**config.mk**
```make
export PLATFORM = sky130hd
export DESIGN_NAME = fetch_unit
export DESIGN_NICKNAME = d
export VERILOG_FILES = /design/src/rtl/fetch_pkg.sv /design/src/rtl/fetch_skid_buf.sv /design/src/rtl/fetch_unit.sv
export SDC_FILE = /design/constraint.sdc
export NUM_CORES = 1
export LEC_CHECK = 0
export BUFFER_PORTS_ARGS = -buffer_cell sky130_fd_sc_hd__buf_2
export CAP_MARGIN = 20
export CORE_AREA = 2 2 182 184
export CTS_BUF_LIST = sky130_fd_sc_hd__clkbuf_4
export DETAILED_ROUTE_END_ITERATION = 10
export DIE_AREA = 0 0 184 186
export GPL_TIMING_DRIVEN = 0
export PLACE_DENSITY = 0.53
export SLEW_MARGIN = 20
export SYNTH_ARGS = -nofsm -noshare
export SYNTH_HDL_FRONTEND = slang
export SYNTH_HIERARCHICAL = 1
export SYNTH_SLANG_ARGS = --single-unit
```
**constraint.sdc**
```tcl
create_clock -name clk -period 8.55 [get_ports clk]
set_input_delay 1.71 -clock clk [delete_from_list [all_inputs] [get_ports clk]]
set_output_delay 1.71 -clock clk [all_outputs]
set_load 0.01 [all_outputs]
```
**src/rtl/fetch_pkg.sv**
```systemverilog
// Shared types for the instruction fetch unit: FSM states, skid-buffer depth and the
// buffered fetch entry.
package fetch_pkg;

   localparam int FIFO_DEPTH = 2;
   localparam int CNT_W      = $clog2(FIFO_DEPTH + 1);

   typedef enum logic {
      RUN  = 1'b0,
      HALT = 1'b1
   } fetch_state_e;

   typedef struct packed {
      logic [31:0] word;
      logic [31:0] pc;
      logic        fault;
   } fetch_entry_t;

endpackage

```
**src/rtl/fetch_skid_buf.sv**
```systemverilog
// Two-entry FIFO between the code-memory return and decode. Flush wins over push/pop;
// head always shows the oldest entry (reset value is all zeros).
module fetch_skid_buf
   import fetch_pkg::*;
(
   input  logic             clk,
   input  logic             rst_n,
   input  logic             push,
   input  logic             pop,
   input  logic             flush,
   input  fetch_entry_t     din,
   output logic [CNT_W-1:0] count,
   output fetch_entry_t     head
);

   fetch_entry_t mem [FIFO_DEPTH];
   logic         wr_ptr, rd_ptr;
   logic         do_pop;

   assign do_pop = pop && (count != '0);
   assign head   = mem[rd_ptr];

   // Depth is 2, so a single toggling bit serves as each pointer.
   always_ff @(posedge clk or negedge rst_n) begin
      if (!rst_n) begin
         for (int i = 0; i < FIFO_DEPTH; i++) mem[i] <= '0;
         wr_ptr <= 1'b0;
         rd_ptr <= 1'b0;
         count  <= '0;
      end else if (flush) begin
         wr_ptr <= 1'b0;
         rd_ptr <= 1'b0;
         count  <= '0;
      end else begin
         if (push) begin
            mem[wr_ptr] <= din;
            wr_ptr      <= ~wr_ptr;
         end
         if (do_pop) rd_ptr <= ~rd_ptr;
         count <= count + CNT_W'(push) - CNT_W'(do_pop);
      end
   end

endmodule

```
**src/rtl/fetch_unit.sv**
```systemverilog
// Instruction fetch: PC sequencing, one-cycle code memory, 2-entry skid buffer to decode.
// Optional FETCH_PERF_EN adds perf_fetch_count (accepted non-fault instructions).
module fetch_unit
   import fetch_pkg::*;
#(
   parameter logic [31:0] RESET_PC = 32'h0000_0000
) (
   input  logic        clk,
   input  logic        rst_n,
   output logic [31:0] fetch_address,
   input  logic [31:0] code_fetch,
   input  logic        misaligned,
   input  logic        redirect_valid,
   input  logic [31:0] redirect_pc,
   output logic        instr_valid,
   input  logic        instr_ready,
   output logic [31:0] instr,
   output logic [31:0] instr_pc,
   output logic        instr_fault
`ifdef FETCH_PERF_EN
   ,
   output logic [31:0] perf_fetch_count
`endif
);

   fetch_state_e     state, state_nxt;
   logic [31:0]      pc, pc_nxt, inflight_pc;
   logic             inflight, issue, push, pop;
   logic [CNT_W-1:0] count;
   logic [CNT_W:0]   occ;
   fetch_entry_t     din, head;

   assign fetch_address = pc;
   assign pop           = instr_valid && instr_ready;
   // Slots committed after this cycle; never underflows since pop implies count >= 1.
   assign occ           = {1'b0, count} + (CNT_W+1)'(inflight) - (CNT_W+1)'(pop);

   always_comb begin
      state_nxt = state;
      pc_nxt    = pc;
      issue     = 1'b0;
      push      = 1'b0;
      if (redirect_valid) begin
         state_nxt = RUN;
         pc_nxt    = redirect_pc;
      end else begin
         issue = (state == RUN) && (occ < (CNT_W+1)'(FIFO_DEPTH));
         // Returns still in flight once a fault is queued are dropped, so the fault is
         // the last entry decode sees until the next redirect.
         push  = inflight && (state == RUN);
         if (issue) pc_nxt = pc + 32'd4;
         if (push && misaligned) state_nxt = HALT;
      end
   end

   always_ff @(posedge clk or negedge rst_n) begin
      if (!rst_n) begin
         state       <= RUN;
         pc          <= RESET_PC;
         inflight    <= 1'b0;
         inflight_pc <= '0;
      end else begin
         state    <= state_nxt;
         pc       <= pc_nxt;
         inflight <= issue;
         if (issue) inflight_pc <= pc;
      end
   end

   assign din = '{word: code_fetch, pc: inflight_pc, fault: misaligned};

   fetch_skid_buf u_skid (
      .clk   (clk),
      .rst_n (rst_n),
      .push  (push),
      .pop   (pop),
      .flush (redirect_valid),
      .din   (din),
      .count (count),
      .head  (head)
   );

   assign instr_valid = (count != '0);
   assign instr       = head.word;
   assign instr_pc    = head.pc;
   assign instr_fault = head.fault;

`ifdef FETCH_PERF_EN
   always_ff @(posedge clk or negedge rst_n) begin
      if (!rst_n)                   perf_fetch_count <= '0;
      else if (pop && !instr_fault) perf_fetch_count <= perf_fetch_count + 32'd1;
   end
`endif

endmodule

```
==> qor.txt, run 1 <==
Pwr Density -> 289 mW/mm^2
Yosys cell types -> 53
vias in the first global route -> 6272
placed inst area -> 0.0106 mm^2
post-route cell area -> 0.0109 mm^2
internal power -> 0.00209 W
first-pass GRT wire length -> 36200 um
Core ar. -> 0.0322 mm^2
Top Layer Used -> met5
detailed-route DRC error count -> 0
placed instance count -> 1261
ranking of synthesized cells by area -> dfrtp_1 (54%), mux2_2 (28%), buf_6 (1.5%)
number of buffers created by CTS -> 17
Chip Width -> 184 um
EDFF count, synth -> 0
antenna viol nets, final -> 0
Syn-to-layout area delta -> 18.0%
buffer count from post-CTS setup fixing -> 0
I/O pins -> 167
Synth Cell Area -> 0.00921 mm^2
gpl congestion -> 0.756
clk slew on worst S/H paths -> 0.15 ns
CTS resizes -> 0
area leader, netlist -> dfrtp_1
Sum Neg Setup Slack -> 0 ns
Max VDD drop -> 113 uV
final worst path period share -> 50.4%
critical path required time -> 9.05 ns
DP HPWL -> 16700 um
Tot GR Track Use -> 14.0%
hold_sp -> u_skid/mem[33]
Routed wire per std cell -> 18.0 um
Sink Count -> 200
final std cells w/o fill -> 1294
reg2reg start -> u_skid/count[1]
critical path arrival -> 4.81 ns
vias per cell -> 4.77
Setup Crit Path Kind -> primary input to register
Psw -> 0.00105 W
Max-Cap Viols -> 0
Avg Cell Area, Syn -> 13.5 um^2
DR iter-0 viols -> 256
post-synth net total -> 758
layout cells sized above 1 -> 53.2%
CTS Buffer Depth -> 2
htree depth -> 4
top cell type's share of synthesized area -> 54.3%
CP Max Fanout -> 10
initial antenna violation count -> 3
fin crit period -> 4.31 ns
cell row count -> 66
CTS Hold Bufs -> 0
cell count after synthesis -> 684
Net Sw Frac -> 33.4%
Clock Skews -> 0.0338 ns
crit path from -> instr_ready
Tightest Hold Check Type -> register to register
met2 wire length -> 11100 um
drt pass-1 iters -> 4
Setup Viol. Count Final -> 0
Clock Latency Late Sink -> 0.62 ns
Post-Route WL -> 23300 um
# port buffers -> 166
sequential area share after synthesis -> 54.3%
fin. max-slew vios -> 0
CTS root buffer -> clkbuf_4
global route overflow -> 0
Post-Route M1 WL -> 11100 um
slew of the pin with the lowest slew margin -> 0.850 ns
die area -> 0.0342 mm^2
Peak Freq -> 0.232 GHz
Hold Fails Final Rpt -> 0
ys flop type -> dfrtp_1
LEAKAGE -> 4.86 nW
power share of the clock group -> 15.0%
Yosys reg bits -> 200
Starting Density -> 28.6%
share of flip-flops with an asynchronous set or reset -> 100%
Power, Total -> 0.00314 W
NumNets Final -> 946
TritonCTS clock tree -> yes
Reg power frac -> 48.9%
Die Height -> 186 um
combinational power share -> 36.1%
Yosys warnings -> 6
CP Launch Type -> primary input
DR vias -> 6173
RSZ-0062 raised after global routing -> no
status -> completed
largest net degree at the start of global routing -> 81
Slew headroom -> 42.9%
metal3 WL -> 848 um
CP endpoint kind -> register
cells by family (layout without fill, tap and decap cells):
family	after synthesis	after routing	synth area share [%]
mux	231	231	28.2
other cells	0	1	0
compound gates	51	51	3.76
flops	200	200	54.3
simple gates	139	139	8.45
fa+ha+maj	5	5	0.761
xor+xnor	10	10	1.10
buf+inv	48	249	3.38
path summary, 6_finish.rpt:
| check | end | slack [ns] | cells after the start |
|---|---|---|---|
| max reg2reg | inflight_pc[9] | 4.61 | 10 |
| max | inflight_pc[9] | 4.24 | 10 |
| min reg2reg | u_skid/mem[33] | 0.52 | 1 |
| min | u_skid/mem[33] | 0.52 | 1 |
| min in group asynchronous | u_skid/mem[81] | 0.98 | 1 |
| max in group asynchronous | u_skid/mem[43] | 6.82 | 2 |
through the flow:
| step | worst slack (ns) | hold WS (ns) | utilization [%] |
|---|---|---|---|
| after floorplan | 4.33 | 0.474 | - |
| after global placement | 2.12 | 0.480 | 32.8 |
| after detailed placement | 3.57 | 0.487 | 33.0 |
| after CTS | 4.28 | 0.523 | 33.8 |
| after global routing | 4.10 | 0.540 | 33.8 |
| final | 4.24 | 0.518 | 33.8 |
worst max-delay path, stage by stage:
cell,delay (ns)
buf_2,0.11
and2_1,0.15
ha_1,0.28
nand2b_1,0.15
fa_1,0.53
nand2b_4,0.07
clkbuf_1,0.24
nor3_1,0.76
buf_2,0.43
mux2_2,0.37
metal layers:
| metal | global-route usage [%] | vias up |
|---|---|---|
| li1 | - | 2877 |
| met1 | 19.3 | 3141 |
| met2 | 22.4 | 132 |
| met3 | 2.93 | 19 |
| met4 | 3.65 | 4 |
| met5 | 0 | - |
cells in the final DEF (no fill, tap or decap), types with 6 or more instances in the layout:
cell        n
or4_1      14
nor2b_1     6
nand2_1    27
nand4_1    13
mux2_2    230
o211ai_1    6
o21ai_0    12
inv_1       7
dfrtp_1   200
buf_2     179
nor3_1      6
a31oi_1    12
nor2_1     21
nand3_1    15
xnor2_1     8
buf_6      12
clkbuf_4   20
nor4_1      6
or3_1       8
clkbuf_1    9
o31ai_1     7
power groups by stage:
| stage | Clock (W) | Sequential [W] | Combinational (W) |
|---|---|---|---|
| final | 0.000472 | 0.00153 | 0.00113 |
| after global routing | 0.000542 | 0.00159 | 0.00124 |
| after CTS | 0.000514 | 0.00154 | 0.00116 |
| after detailed placement | 0 | 0.00156 | 0.00115 |
| after global placement | 0 | 0.00155 | 0.00114 |
| after floorplan | 0 | 0.00149 | 0.000802 |
synthesized netlist by cell type, types with 9 or more instances:
library cell    n
dfrtp_1       200
buf_2          13
o21ai_0        12
nand3_1        15
buf_6          12
mux2_2        230
nand4_1        13
nand2_1        27
or4_1          14
nor2_1         21
a31oi_1        12
clkbuf_1        9
area by class of cell:
class,count,area [um^2]
Clock inverter,12,92.6
Timing Repair Buffer,169,901
Sequential cell,200,5000
Fill cell,3260,21300
Clock buffer,20,150
Buffer,41,285
Inverter,7,26.3
Antenna cell,1,2.50
Multi-Input combinational cell,436,3900
Tap cell,408,510
flip-flops by register name, indices dropped and copies added, names as in the netlist:
signal	count
u_skid/mem	130
fetch_address	32
inflight_pc	32
u_skid/count	2
inflight	1
state	1
u_skid/rd_ptr	1
u_skid/wr_ptr	1
Note: power is estimated with default switching activity, not from simulation.
==> run 2, diff against run 1 <==
Settings changed: ABC_AREA from default to 1, CORE_AREA 2 2 182 184 to 2 2 186 188, DIE_AREA 0 0 184 186 to 0 0 188 190, PLACE_DENSITY 0.53 to 0.52.
Clock period 8.55 ns to 4.3 ns, I/O delays scaled along.
==> qor.txt, run 2 <==
status -> completed (unchanged)
Slew headroom -> 44.4% (was 42.9%)
Reg power frac -> 45.4% (was 48.9%)
fin. max-slew vios -> 0 (unchanged)
detailed-route DRC error count -> 0 (unchanged)
most crowded layer after global routing -> met2 (unchanged)
placed inst area -> 0.0111 mm^2 (was 0.0106 mm^2)
buffer count from post-CTS setup fixing -> 0 (unchanged)
Chip Width -> 188 um (was 184 um)
Syn-to-layout area delta -> 18.1% (was 18.0%)
DR iter-0 viols -> 620 (was 256)
combinational power share -> 40.1% (was 36.1%)
vias per cell -> 4.45 (was 4.77)
Net Sw Frac -> 42.8% (was 33.4%)
Die Height -> 190 um (was 186 um)
setup ws final -> 1.33 ns (was 4.24 ns)
CTS Hold Bufs -> 0 (unchanged)
area leader, netlist -> dfrtp_1 (unchanged)
Clock Latency Late Sink -> 0.58 ns (was 0.62 ns)
layout cells sized above 1 -> 22.1% (was 53.2%)
Psw -> 0.00309 W (was 0.00105 W)
Yosys cell types -> 41 (was 53)
first-pass GRT wire length -> 44400 um (was 36200 um)
fin util -> 33.6% (was 33.8%)
met3 Use GR -> 3.27% (was 2.93%)
drt pass-1 iters -> 7 (was 4)
most common cell after layout, fill and taps aside -> nand2_1 (was mux2_2)
slew of the pin with the lowest slew margin -> 0.827 ns (was 0.850 ns)
Starting Density -> 28.4% (was 28.6%)
Setup Crit Path Kind -> register to register (was primary input to register)
Clock Skews -> 0.0350 ns (was 0.0338 ns)
final worst path period share -> 69.1%
Fillers -> 3634 (was 3260)
post-synth net total -> 1268 (was 758)
XOR/XNOR Fraction of Synth Area -> 0.635% (was 1.10%)
global route overflow -> 0 (unchanged)
CP Launch Type -> register (was primary input)
Pwr Density -> 635 mW/mm^2 (was 289 mW/mm^2)
Tot GR Track Use -> 15.9% (was 14.0%)
pre-CTS setup slack -> 0.900 ns (was 3.57 ns)
htree depth -> 4 (unchanged)
ranking of synthesized cells by area -> dfrtp_1 (52%), nand2_1 (19%), inv_1 (4.1%) (was dfrtp_1 (54%), mux2_2 (28%), buf_6 (1.5%))
Yosys reg bits -> 200 (unchanged)
Biggest register -> u_skid/mem (unchanged)
Post-Route WL -> 28000 um (was 23300 um)
CTS root buffer -> clkbuf_4 (unchanged)
DP HPWL -> 20400 um (was 16700 um)
max reg flops -> 130 (unchanged)
CTS Buffer Depth -> 2 (unchanged)
Max VDD drop -> 226 uV (was 113 uV)
Sink Count -> 200 (unchanged)
largest family of logic cells by synthesized area -> simple AND/OR/NAND/NOR gates (was multiplexers)
antenna viol nets, final -> 0 (unchanged)
Max-Cap Viols -> 0 (unchanged)
synth cell count leaders -> nand2_1 (488), dfrtp_1 (200), inv_1 (106) (was mux2_2 (230), dfrtp_1 (200), nand2_1 (27))
post-route cell area -> 0.0114 mm^2 (was 0.0109 mm^2)
Hold Fails Final Rpt -> 0 (unchanged)
multiplexer share of the synthesized area -> 0% (was 28.2%)
sequential area share after synthesis -> 51.9% (was 54.3%)
Power, Total -> 0.00724 W (was 0.00314 W)
internal power -> 0.00414 W (was 0.00209 W)
EDFF count, synth -> 0 (unchanged)
sequential cell area -> 0.00500 mm^2 (unchanged)
CP Max Fanout -> 10 (unchanged)
critical path required time -> 4.83 ns (was 9.05 ns)
commonest cells after routing, fill and taps aside -> nand2_1 (488), dfrtp_1 (200), buf_2 (183), inv_1 (106) (was mux2_2 (230), dfrtp_1 (200), buf_2 (179), nand2_1 (27), nor2_1 (21))
Peak Freq -> 0.337 GHz
cell row count -> 68 (was 66)
Synth Cell Area -> 0.00965 mm^2 (was 0.00921 mm^2)
Setup Viol. Count Final -> 0 (unchanged)
fin crit period -> 2.97 ns
Synth Area in Compound Gates -> 10.4% (was 3.76%)
RSZ-0062 raised after global routing -> no (unchanged)
top cell type's share of synthesized area -> 51.9% (was 54.3%)
LEAKAGE -> 6.00 nW (was 4.86 nW)
DR vias -> 8221 (was 6173)
# port buffers -> 166 (unchanged)
Avg Cell Area, Syn -> 8.08 um^2 (was 13.5 um^2)
cell count after synthesis -> 1194 (was 684)
critical path arrival -> 3.50 ns (was 4.81 ns)
TritonCTS clock tree -> yes (unchanged)
Routed wire per std cell -> 15.1 um (was 18.0 um)
Synth Area in Simple Gates -> 27.8% (was 8.45%)
CP endpoint kind -> register (unchanged)
share of flip-flops with an asynchronous set or reset -> 100% (unchanged)
gpl congestion -> 0.855 (was 0.756)
largest net degree at the start of global routing -> 78 (was 81)
met1 Use GR -> 22.3% (was 19.3%)
number of buffers created by CTS -> 17 (unchanged)
count leader, synth -> nand2_1 (was mux2_2)
initial antenna violation count -> 1 (was 3)
CTS resizes -> 0 (unchanged)
Core ar. -> 0.0339 mm^2 (was 0.0322 mm^2)
Tightest Hold Check Type -> primary input to async pin (was register to register)
clk slew on worst S/H paths -> 0.17 ns (was 0.15 ns)
power share of the clock group -> 14.5% (was 15.0%)
Yosys warnings -> 6 (unchanged)
vias in the first global route -> 7808 (was 6272)
grt met2 use -> 25.6% (was 22.4%)
multi-input logic area -> 0.00382 mm^2 (was 0.00390 mm^2)
Sum Neg Setup Slack -> 0 ns (unchanged)
die area -> 0.0357 mm^2 (was 0.0342 mm^2)
NumNets Final -> 1455 (was 946)
Adder-Cell Fraction of Synth Area -> 0.726% (was 0.761%)
ys flop type -> dfrtp_1 (unchanged)
I/O pins -> 167 (unchanged)
==> run 2: path summary, 6_finish.rpt <==
kind,to,cells past startpoint,from,slack [ns]
max,fetch_address[26],11,u_skid/count[1],1.33
min,u_skid/mem[58],1,rst_n,0.19
max reg2reg,fetch_address[26],11,u_skid/count[1],1.33
min reg2reg,u_skid/mem[60],2,u_skid/mem[60],0.50
max in group asynchronous,fetch_address[16],3,rst_n,2.99
min in group clk,fetch_address[1],3,redirect_pc[1],0.47
==> run 2: cells by family (layout without fill, tap and decap cells) <==
family                     after synthesis  after routing
other                                    0              1
DFF                                    200            200
and+or+nand+nor                        643            643
xor gates and xnor gates                 7              7
buffers and inverters                  170            368
AOI/OAI and AO/OA                      169            169
adders and majority gates                5              5
==> run 2: area by class of cell <==
| cell class | instances | area share (%) |
|---|---|---|
| flip-flops and latches | 200 | 43.9 |
| multi-input cells | 824 | 33.5 |
| repair buffers | 168 | 7.86 |
| well taps | 455 | 4.99 |
| inverters | 113 | 3.74 |
| plain buffers | 57 | 3.50 |
| clock buffers | 19 | 1.25 |
| clock inverters | 11 | 1.23 |
| diodes | 1 | 0.0220 |
==> run 2: critical path: stages, from the launching register on <==
cell	delay, ns
dfrtp_1	0.49
o21a_1	0.24
ha_1	0.30
or2_2	0.31
fa_1	0.50
inv_1	0.05
nor2_2	0.16
nand4_4	0.18
buf_2	0.25
nor2_1	0.28
nand2_1	0.10
nand3b_1	0.09
==> run 2: through the flow <==
stage	std cells	hold slack, ns
2_1_floorplan	1194	0.449
3_3_place_gp	1815	0.464
3_5_place_dp	1817	0.468
4_1_cts	1847	0.153
5_1_grt	1848	0.169
6_report	1848	0.194
==> run 2: per-layer routing <==
layer	wire length, um	part of all wire [%]	vias to the layer above
met5	0	0	-
met4	242	0.86	0
met3	1500	5.4	10
met2	12900	46	226
met1	13300	48	3871
li1	-	-	4114
==> run 2: power by group through the flow <==
stage	registers [W]	clock network [W]	logic (W)
after detailed placement	0.00332	0	0.00295
final	0.00328	0.00105	0.00290
after floorplan	0.00322	0	0.00184
after CTS	0.00328	0.00110	0.00296
after global routing	0.00339	0.00117	0.00331
after global placement	0.00330	0	0.00290
